## config.mk

```make
export PLATFORM = sky130hd
export DESIGN_NAME = addtree_seq_flat
export DESIGN_NICKNAME = d
export VERILOG_FILES = /design/src/rtl/addtree_seq_if.sv /design/src/rtl/addtree_seq.sv /design/src/flat_wrapper.sv
export SDC_FILE = /design/constraint.sdc
export NUM_CORES = 1
export LEC_CHECK = 0
export CAP_MARGIN = 20
export CELL_PAD_IN_SITES_DETAIL_PLACEMENT = 1
export CELL_PAD_IN_SITES_GLOBAL_PLACEMENT = 1
export CORE_MARGIN = 3
export CORE_UTILIZATION = 46
export CTS_CLUSTER_DIAMETER = 120
export DETAILED_ROUTE_END_ITERATION = 16
export PLACE_DENSITY = 0.84
export SLEW_MARGIN = 20
export SYNTH_ARGS = -nofsm -noshare
export SYNTH_HDL_FRONTEND = slang
export SYNTH_SLANG_ARGS = --single-unit
export TNS_END_PERCENT = 1
```

## constraint.sdc

```tcl
create_clock -name clk -period 10.4 [get_ports clk]
set_input_delay 1.04 -clock clk [delete_from_list [all_inputs] [get_ports clk]]
set_output_delay 1.04 -clock clk [all_outputs]
set_load 0.02 [all_outputs]
```

## src/rtl/addtree_seq_if.sv

```systemverilog
// addtree_seq_if: operand/result handshake bundle for addtree_seq
interface addtree_seq_if #(parameter int W = 64);
  logic         in_valid;
  logic         in_ready;
  logic [W-1:0] a;
  logic [W-1:0] b;
  logic [W-1:0] c;
  logic [W-1:0] d;
  logic         out_valid;
  logic         out_ready;
  logic [W-1:0] q;
  logic         busy;
  modport master (output in_valid, a, b, c, d, out_ready, input in_ready, out_valid, q, busy);
  modport slave  (input in_valid, a, b, c, d, out_ready, output in_ready, out_valid, q, busy);
endinterface

```

## src/rtl/addtree_seq.sv

```systemverilog
// addtree_seq: four-operand sum sequenced through one shared registered adder
module addtree_seq #(parameter int W = 64) (
  input logic clk,
  input logic reset,
  addtree_seq_if.slave bus
);
  typedef enum logic [2:0] {IDLE, ADD_AB, ADD_CD, ADD_SUM, DONE} state_t;
  state_t state, nxt;
  logic [W-1:0] ra, rb, rc, rd, t1, t2, rq, opa, opb, sum;
  always_comb begin
    nxt = state;
    case (state)
      IDLE:    nxt = bus.in_valid ? ADD_AB : IDLE;
      ADD_AB:  nxt = ADD_CD;
      ADD_CD:  nxt = ADD_SUM;
      ADD_SUM: nxt = DONE;
      DONE:    nxt = bus.out_ready ? IDLE : DONE;
      default: nxt = IDLE;
    endcase
  end
  assign opa = state == ADD_AB ? ra : state == ADD_CD ? rc : t1;
  assign opb = state == ADD_AB ? rb : state == ADD_CD ? rd : t2;
  assign sum = opa + opb;
  always_ff @(posedge clk or negedge reset)
    if (!reset) begin
      state <= IDLE;
      {ra, rb, rc, rd} <= '0;
      {t1, t2, rq} <= '0;
    end else begin
      state <= nxt;
      if (state == IDLE && bus.in_valid) {ra, rb, rc, rd} <= {bus.a, bus.b, bus.c, bus.d};
      if (state == ADD_AB) t1 <= sum;
      if (state == ADD_CD) t2 <= sum;
      if (state == ADD_SUM) rq <= sum;
    end
  assign bus.in_ready  = state == IDLE;
  assign bus.out_valid = state == DONE;
  assign bus.busy      = state != IDLE;
  assign bus.q         = rq;
endmodule

```

## src/flat_wrapper.sv

```systemverilog
// flat-port wrapper written by rule: the top's interface ports become plain ports
module addtree_seq_flat 
#(parameter int W = 64)
  (clk, reset, bus_in_valid, bus_a, bus_b, bus_c, bus_d, bus_out_ready, bus_in_ready, bus_out_valid, bus_q, bus_busy);
  addtree_seq_if #(.W(W)) bus_i ();
  input logic clk;
  input logic reset;
  input wire logic [$bits(bus_i.in_valid)-1:0] bus_in_valid;
  input wire logic [$bits(bus_i.a)-1:0] bus_a;
  input wire logic [$bits(bus_i.b)-1:0] bus_b;
  input wire logic [$bits(bus_i.c)-1:0] bus_c;
  input wire logic [$bits(bus_i.d)-1:0] bus_d;
  input wire logic [$bits(bus_i.out_ready)-1:0] bus_out_ready;
  output wire logic [$bits(bus_i.in_ready)-1:0] bus_in_ready;
  output wire logic [$bits(bus_i.out_valid)-1:0] bus_out_valid;
  output wire logic [$bits(bus_i.q)-1:0] bus_q;
  output wire logic [$bits(bus_i.busy)-1:0] bus_busy;
  assign bus_i.in_valid = bus_in_valid;
  assign bus_i.a = bus_a;
  assign bus_i.b = bus_b;
  assign bus_i.c = bus_c;
  assign bus_i.d = bus_d;
  assign bus_i.out_ready = bus_out_ready;
  assign bus_in_ready = bus_i.in_ready;
  assign bus_out_valid = bus_i.out_valid;
  assign bus_q = bus_i.q;
  assign bus_busy = bus_i.busy;
  addtree_seq #(.W(W)) u_core (.clk(clk), .reset(reset), .bus(bus_i));
endmodule
```

==> results.yml <==
route:
  ant_nets: 0
  routed_wl_um: 74360
  first_iter_violations: 1108
  vias: 18951
  drcViolationCount: 0
  firstDrtPassIters: 6
  wire_per_inst_um: 23.27
  via_per_inst: 5.931
critical_path:
  crit_slowest_cell: "or3b_4"
  crit_buf_inv: 2
  cp_cell_sequence: "or3b_4, buf_4, buf_4, a31oi_1, ha_1, nand2_1, o21ai_0, a222oi_1, a21oi_1, o21ai_0, o311a_1, nor3_1, nor2_1, a211o_1"
  max_stage_delay_ps: 890
  startpoint_type: "flop"
  ff2ff_path_depth: 14
  worstPathMaxFanout: 93
  reg2reg_from: "u_core.state[0]"
  critPathRequiredTime_ps: 10880
  r2r_end: "u_core.t2[59]"
  end_kind: "flop"
  reg2reg_setup_slack_ps: 4140
  crit_family: "simple AND/OR/NAND/NOR gates"
  worstSetupPathType: "reg -> reg"
  cp.arrival_ps: 6740
clock_network:
  post_cts.repair.setup_buffers: 0
  cts_resized: 0
  cts_tree: "built"
  root_buffer: "clkbuf_16"
  clockBufferDepth: 3
  numCtsBuffers: 49
  path_clk_slew_ps: 70
  htreeDepth: 2
  clk_latency_ps: 600
  clock_sinks: 451
  holdBufCountCts: 0
final_layout:
  drive_above_1_share: 0.1426
  fillers: 5204
  final_util: 0.5790
  fin_nets: 2869
  syn_to_final_growth_pct: 23.46
  diodes: 0
die:
  core.rowCount: 80
  coreArea_um2: 48050
  die_w_um: 227.3
  start_util: 0.4689
  ios: 327
  fp.dieArea_um2: 51670
  die_h_um: 227.3
global_routing:
  grt_overflow: 0
  grt_start_max_net_pins: 179
  antenna_found_initial: 2
  grt_pass1_vias: 20740
  grt_usage: 0.2865
  grt_pass1_wl_um: 116200
timing:
  hold_violations: 0
  relSlewSlack: 0.2574
  drv_slew: 0
  fin_ws_ps: 4145
  fmax_ghz: 0.1599
  fin_tns_setup_ps: 0
  whs_ps: 415.0
  grt_setup_unrepaired: "false"
  fin_crit_sh: 0.6014
  fin_skew_ps: 22.30
  setup_viol: 0
  final.min_clock_period_ps: 6255
  worst_slew_pin_slew_ps: 1114
placed_design:
  gp_congestion: 0.8927
  port_buffers: 326
  dp_hpwl_um: 51970
  dp_slack_ps: 4266
outcome:
  status: "completed"
logic_synthesis:
  netlist_area_um2: 22530
  synth_seq_area_share: 0.5009
  ys_ff_latch: 451
  yosysWarnings: 0
  synthFlopType: "dfrtp_1"
  synth_fp_nets: 2625
  synth_top_area_share: 0.5009
  syn_inst: 2301
  synthTopCellsByArea: "dfrtp_1 (50%), mux2_2 (13%), nand2_1 (7.5%)"
  synth_cell_type_count: 61
  syn_area_per_cell_um2: 9.792
  synth_area_leader_cell: "dfrtp_1"
  async_flop_share: 1.000
  synth-edff-count: 0
hold_path:
  hold_path_class: "in -> async"
run:
  max_cap_violations: 0
[cell usage after synthesis, types with 6 or more instances]
master and instances:
inv_1 18, mux2_2 257, a21o_1 25, nor2_1 188
o21bai_1 12, xor2_1 26, ha_1 63, and3_1 8
nand4_1 32, a211o_1 8, nand2b_1 6, xnor2_1 32
or3_1 8, nand3_1 24, o21ai_0 208, clkbuf_1 142
nor3_1 11, dfrtp_1 451, buf_1 7, nand2_1 448
a31oi_1 133, o211ai_1 11, and2_1 7, a21oi_1 95
o31ai_1 14
[worst reg2reg max path: cells and delay by family (launching register included)]
family                   cells  cell delay (ps)
AND/OR/NAND/NOR              4             1770
buffers and inverters        2             1740
AO/OA/AOI/OAI                7             1700
adder cells (fa/ha/maj)      1              480
flip-flops                   1              470
[cell families (layout without fill, tap and decap cells)]
kind of cell    Yosys count  in the layout  synth area share
xor+xnor                 58             58           0.02255
buf+inv                 169            448           0.02827
simple gates            749            749            0.1362
flops                   451            451            0.5009
mux                     263            263            0.1312
fa+ha+maj                64             64           0.03588
compound gates          547            547            0.1450
[state kept, by name (all words and copies together), names as in the netlist]
| signal | count |
|---|---|
| u_core.t2 | 64 |
| u_core.state | 3 |
| u_core.rd | 64 |
| u_core.t1 | 64 |
| u_core.bus.q | 64 |
| u_core.ra | 64 |
| u_core.rc | 64 |
| u_core.rb | 64 |
[stage by stage]
step           cell area (um^2)  cells
2_1_floorplan             22530   2301
3_3_place_gp              26160   3109
3_5_place_dp              26160   3109
4_1_cts                   27810   3195
5_1_grt                   27820   3195
6_report                  27820   3195
[area by class of cell]
class,instances,area [um^2],area share
repair buffers,344,3420,0.1229
inverters,18,67.56,0.002429
flip-flops and latches,451,11290,0.4057
well taps,615,769.5,0.02766
clock inverters,25,285.3,0.01026
clock buffers,61,1364,0.04903
multi-input cells,1681,10630,0.3820
[placed cells by master (no fill, tap or decap), drive strengths merged, types with 3 or more instances in the layout]
master and n:
a211oi 4, nand3 24, mux2i 4, nand4 32, bufinv 6, a211o 8
o21ai 211, o21a 3, or3 8, nor2b 3, nor2 188, or4 4
ha 63, a221oi 4, and2 7, nor3 11, o21bai 12, nor3b 3
clkdlybuf4s50 325, a21oi 95, inv 20, dfrtp 451, nand2b 6, o31ai 15
nand2 448, a21boi 4, nor4 3, mux2 259, o22ai 3, clkbuf 61
a21o 25, xor2 26, a31oi 133, clkinv 16, xnor2 32, and3 8
buf 19, o211ai 11
[routing by layer]
metal,GRT usage,share of wire
met2,0.5068,0.51
met5,0,0.00035
met3,0.04848,0.053
met4,0.09008,0.029
met1,0.3603,0.41
[worst max path at each step]
stage	cells past startpoint	end	start
finish	14	u_core.t2[59]	u_core.state[0]
global route	14	u_core.t2[59]	u_core.state[0]
CTS	14	u_core.t2[59]	u_core.state[0]
detailed placement	14	u_core.t2[59]	u_core.state[0]
global placement	15	u_core.t2[42]	u_core.state[1]
floorplan	18	u_core.t1[62]	u_core.state[0]
Power is not shown: default switching activity piles up to over one toggle a cycle in this logic, so the estimate is an artifact.
